==> src/rtl/seq_mul32.sv <==
// Sequential 32x32 unsigned shift-add multiplier driving a carry-select adder.
// Optional macro SEQ_MUL_ZERO_SKIP_EN: zero operands bypass RUN (latency 1).

module csadd32_blk #(
  parameter int W = 4
) (
  input  logic [W-1:0] a,
  input  logic [W-1:0] b,
  input  logic         cin,
  output logic [W-1:0] s,
  output logic         cout
);
  logic [W:0] sum0, sum1;

  // Both carry-in outcomes are precomputed; the incoming carry only selects.
  always_comb begin
    sum0 = {1'b0, a} + {1'b0, b};
    sum1 = {1'b0, a} + {1'b0, b} + {{W{1'b0}}, 1'b1};
    {cout, s} = cin ? sum1 : sum0;
  end
endmodule

module csadd32 #(
  parameter int BLK_W = 4
) (
  input  logic [31:0] a,
  input  logic [31:0] b,
  input  logic        cin,
  output logic [31:0] s,
  output logic        cout
);
  localparam int NBLK = 32 / BLK_W;

  logic [NBLK:0] c;

  assign c[0] = cin;
  assign cout = c[NBLK];

  for (genvar g = 0; g < NBLK; g++) begin : g_blk
    csadd32_blk #(.W(BLK_W)) u_blk (
      .a    (a[g*BLK_W +: BLK_W]),
      .b    (b[g*BLK_W +: BLK_W]),
      .cin  (c[g]),
      .s    (s[g*BLK_W +: BLK_W]),
      .cout (c[g+1])
    );
  end
endmodule

module seq_mul32 #(
  parameter int ITER = 32
) (
  input  logic        clk,
  input  logic        rst,
  input  logic        start,
  input  logic [31:0] multiplicand,
  input  logic [31:0] multiplier,
  output logic        busy,
  output logic        done,
  output logic [63:0] product
);
  typedef enum logic [1:0] {IDLE, RUN, DONE} state_t;

  state_t      state_q, state_d;
  logic [4:0]  count_q, count_d;
  logic [31:0] hi_q, hi_d;
  logic [31:0] lo_q, lo_d;
  logic [31:0] mcand_q, mcand_d;
  logic [63:0] product_q, product_d;

  logic [31:0] add_b, add_s;
  logic        add_cout;
  logic        accept;

  assign add_b = lo_q[0] ? mcand_q : 32'd0;

  csadd32 u_add (
    .a    (hi_q),
    .b    (add_b),
    .cin  (1'b0),
    .s    (add_s),
    .cout (add_cout)
  );

  assign accept = start && (state_q != RUN);

  always_comb begin
    state_d   = state_q;
    count_d   = count_q;
    hi_d      = hi_q;
    lo_d      = lo_q;
    mcand_d   = mcand_q;
    product_d = product_q;
    case (state_q)
      IDLE, DONE: begin
        state_d = IDLE;
        if (accept) begin
          mcand_d = multiplicand;
          hi_d    = 32'd0;
          lo_d    = multiplier;
          count_d = 5'd0;
          state_d = RUN;
`ifdef SEQ_MUL_ZERO_SKIP_EN
          if (multiplicand == 32'd0 || multiplier == 32'd0) begin
            state_d   = DONE;
            product_d = 64'd0;
          end
`endif
        end
      end
      RUN: begin
        // The adder carry becomes the new top bit, so no product bit is lost.
        hi_d    = {add_cout, add_s[31:1]};
        lo_d    = {add_s[0], lo_q[31:1]};
        count_d = count_q + 5'd1;
        if (count_q == 5'(ITER - 1)) begin
          state_d   = DONE;
          product_d = {hi_d, lo_d};
        end
      end
      default: state_d = IDLE;
    endcase
  end

  always_ff @(posedge clk or posedge rst) begin
    if (rst) begin
      state_q   <= IDLE;
      count_q   <= 5'd0;
      hi_q      <= 32'd0;
      lo_q      <= 32'd0;
      mcand_q   <= 32'd0;
      product_q <= 64'd0;
    end else begin
      state_q   <= state_d;
      count_q   <= count_d;
      hi_q      <= hi_d;
      lo_q      <= lo_d;
      mcand_q   <= mcand_d;
      product_q <= product_d;
    end
  end

  assign busy    = (state_q == RUN);
  assign done    = (state_q == DONE);
  assign product = product_q;
endmodule

==> config.mk <==
export PLATFORM = sky130hd
export DESIGN_NAME = seq_mul32
export DESIGN_NICKNAME = d
export VERILOG_FILES = /design/src/rtl/seq_mul32.sv
export SDC_FILE = /design/constraint.sdc
export NUM_CORES = 1
export LEC_CHECK = 0
export CELL_PAD_IN_SITES_DETAIL_PLACEMENT = 0
export CELL_PAD_IN_SITES_GLOBAL_PLACEMENT = 1
export CORE_MARGIN = 3
export CORE_UTILIZATION = 46
export DETAILED_ROUTE_END_ITERATION = 8
export PLACE_DENSITY_LB_ADDON = 0.1
export SLEW_MARGIN = 10
export SYNTH_ARGS = -nofsm -noshare
export SYNTH_HDL_FRONTEND = slang
export SYNTH_HIERARCHICAL = 1
export SYNTH_SLANG_ARGS = --single-unit
export TNS_END_PERCENT = 1
==> constraint.sdc <==
create_clock -name clk -period 11.62 [get_ports clk]
set_input_delay 2.324 -clock clk [delete_from_list [all_inputs] [get_ports clk]]
set_output_delay 2.324 -clock clk [all_outputs]
set_load 0.005 [all_outputs]
==> flow_summary.ini <==
[floorplanning]
rows = 49
io_pins = 133
die_x_um = 144.4
core_um2 = 18390
dieArea_um2 = 20840
die_y_um = 144.4
start_util = 0.4788

[synth]
synth.distinct_cells = 35
synth_most_common_cell = dfrtp_1
syn-cell-area_um2 = 8806
yosys_register_bits = 167
synth-seq-area-share = 0.4746
synth_edf_count = 0
synth.avg_cell_area_um2 = 10.73
synth_area_leader_cell = dfrtp_1
synth_area_leaders = dfrtp_1 (47%), mux2_4 (8.4%), nand2_1 (6.9%), ha_1 (6.0%), a22o_1 (3.4%)
yosysWarnings = 6
synthCells = 821
synth_common_cells = dfrtp_1 (167), nand2_1 (163), mux2_4 (49), ha_1 (42), inv_1 (42)
async_reset_ff_frac = 1.000
synth-main-ff-cell = dfrtp_1
yosys.area.top_type_share = 0.4746

[cts]
cts_made_buffers = 17
insertion_delay_ps = 430
clockBufferDepth = 2
cts_root_buffer = clkbuf_16
cts_tree = built
hold_buffers = 0
cts_resized = 0
post_cts_buffers = 0
h-tree-depth = 4
path_clk_slew_ps = 70
cts.sinks = 167

[route]
antenna_left = 0
drc = 0
vias = 6432
via_per_inst = 5.423
wl_per_cell_um = 17.69
drtIter0Drc = 364
firstDrtPassIters = 5
wl_mm = 20.98

[placement]
post_dp_cell_area_um2 = 10290
io_buffers = 132
place_inst = 1154
dp_hpwl_mm = 13.91
gp_congestion = 0.8979

[hold_path]
min_path_type = reg -> reg
whs_path_depth = 2
hold_start = mcand_q[26]
hold_end = mcand_q[26]

[worst_setup_path]
crit_type = reg -> reg
rrSetupSlack_ps = 2490
critical_path_required_ps = 11980
end_kind = register
crit_fanout = 33
crit_arrival_ps = 9490
cpMostUsedCell = nand3_1
r2r_cells = 37
crit_path_start_kind = register
r2r_start = lo_q[0]
crit_path_top_delay_cell = dfrtp_1
cpPeakStageDelay_ps = 990
reg2reg_to = product[63]

[grt]
grt_pass1_vias = 6901
grt_max_degree = 101
grt_util_all_layers = 0.2089
antenna_found_initial = 0
grt_overflow = 0
grt_pass1_wl_mm = 34.86

[finish]
finish.instance_area_um2 = 10900
stdcell_count = 1186
syn2layout_area_growth_pct = 23.73
nets = 1061
layout-drive-gt1-share = 0.1139
antenna-diode-count = 0
n_fill_cell = 1569

[power_and_ir_drop]
power_leakage_uw = 0.005152
power.density_nw_per_um2 = 296.5
peakVddDrop_v = 0.0001393

[run_status]
status = finished clean

[job]
maxCapViolations = 0

[sta]
slew-limit-headroom = 0.3448
hold_violations = 0
min_period_over_period = 0.7857
worst_slew_pin_slew_ps = 982.8
min_period_ps = 9129
fmax_ghz = 0.1095
drv_slew = 0
setup_viol = 0
fin_skew_ps = 11.26
fin_setup_tns_ps = 0
rsz0062_at_grt = no
whs_ps = 470.5
==> flip-flops by register name, summed over array words and instances (netlist names) <==
name     cells
hi_q        32
product     64
state_q      2
mcand_q     32
count_q      5
lo_q        32
==> cell families (layout without fill, tap and decap cells) <==
group	count (synthesis)	count (layout)	share of synthesized area
AND/OR/NAND/NOR	275	275	0.1410
flip-flops	167	167	0.4746
AO/OA/AOI/OAI	140	140	0.1179
buffers and inverters	81	213	0.04220
multiplexers	67	67	0.1063
adder cells (fa/ha/maj)	50	50	0.07786
XOR/XNOR	40	40	0.03978
other	1	5	0.0004258
==> worst max-delay path by stage <==
stage / endpoint / slack (ps) / start
finish: product[63] / 2490 / lo_q[0]
global route: hi_q[31] / 1540 / lo_q[0]
CTS: product[63] / 2610 / lo_q[0]
detailed placement: hi_q[31] / 2660 / lo_q[0]
global placement: product[63] / 3180 / lo_q[0]
floorplan: product[63] / 4270 / lo_q[0]
==> metrics by stage <==
step / power [uW] / utilization / setup slack [ps]
after floorplan: 2108 / - / 4266
after global placement: 2590 / 0.5595 / 3185
after detailed placement: 2659 / 0.5595 / 2656
after CTS: 3258 / 0.5924 / 2610
after global routing: 3489 / 0.5924 / 1538
final: 3231 / 0.5924 / 2491
==> placed cells by master (no fill, tap or decap), types with 2 or more instances in the layout <==
master,Yosys,routed
inv_1,42,41
a22oi_1,32,32
nor2b_1,10,9
mux2i_1,2,2
clkbuf_16,0,17
o21ai_0,18,18
a2bb2oi_1,8,8
dfrtp_1,167,167
and2_1,32,32
xor2_1,24,24
a2111oi_0,8,8
a31oi_1,8,8
conb_1,1,5
nor3_1,8,8
nor2_1,8,8
mux2_2,16,16
buf_4,0,6
mux2_4,49,49
clkdlybuf4s50_1,0,132
or4_1,8,8
o21a_1,16,16
inv_6,0,4
ha_1,42,42
nand3_1,41,41
fa_1,8,8
a21o_1,8,8
xnor2_1,16,16
inv_8,0,5
clkinv_8,0,2
nand2_1,163,162
clkinv_4,1,4
a22o_1,34,34
a21oi_1,8,8
==> report_power, final <==
part	switching [uW]	internal, uW
registers	200	873
logic	763	819
clock network	267	309
total	1230	2000
==> cell type report <==
cell class                      count  area [um^2]  area share
Clock buffer                       17        425.4     0.03904
Clock inverter                     15        178.9     0.01642
Inverter                           43        171.4     0.01573
Multi-Input combinational cell    577         4288      0.3935
Sequential cell                   167         4179      0.3836
Tap cell                          229        286.5     0.02630
Timing Repair Buffer              138         1366      0.1254
==> layer usage <==
metal  vias up  track usage  wire length (um)
met5         -            0                 0
met4         0      0.05056               234
met3        20      0.04464               785
met2       132       0.3597             10470
met1      3206       0.2706              9486
li1       3074            -                 -
==> critical path, delay by kind of cell, from the launching register on <==
kind | cells | cell delay, ps
AND/OR/NAND/NOR | 21 | 4660
adder cells (fa/ha/maj) | 2 | 580
AO/OA/AOI/OAI | 12 | 2600
multiplexers | 1 | 150
buffers and inverters | 1 | 60
flip-flops | 1 | 990
No activity file was read; power rests on OpenSTA's default activity.
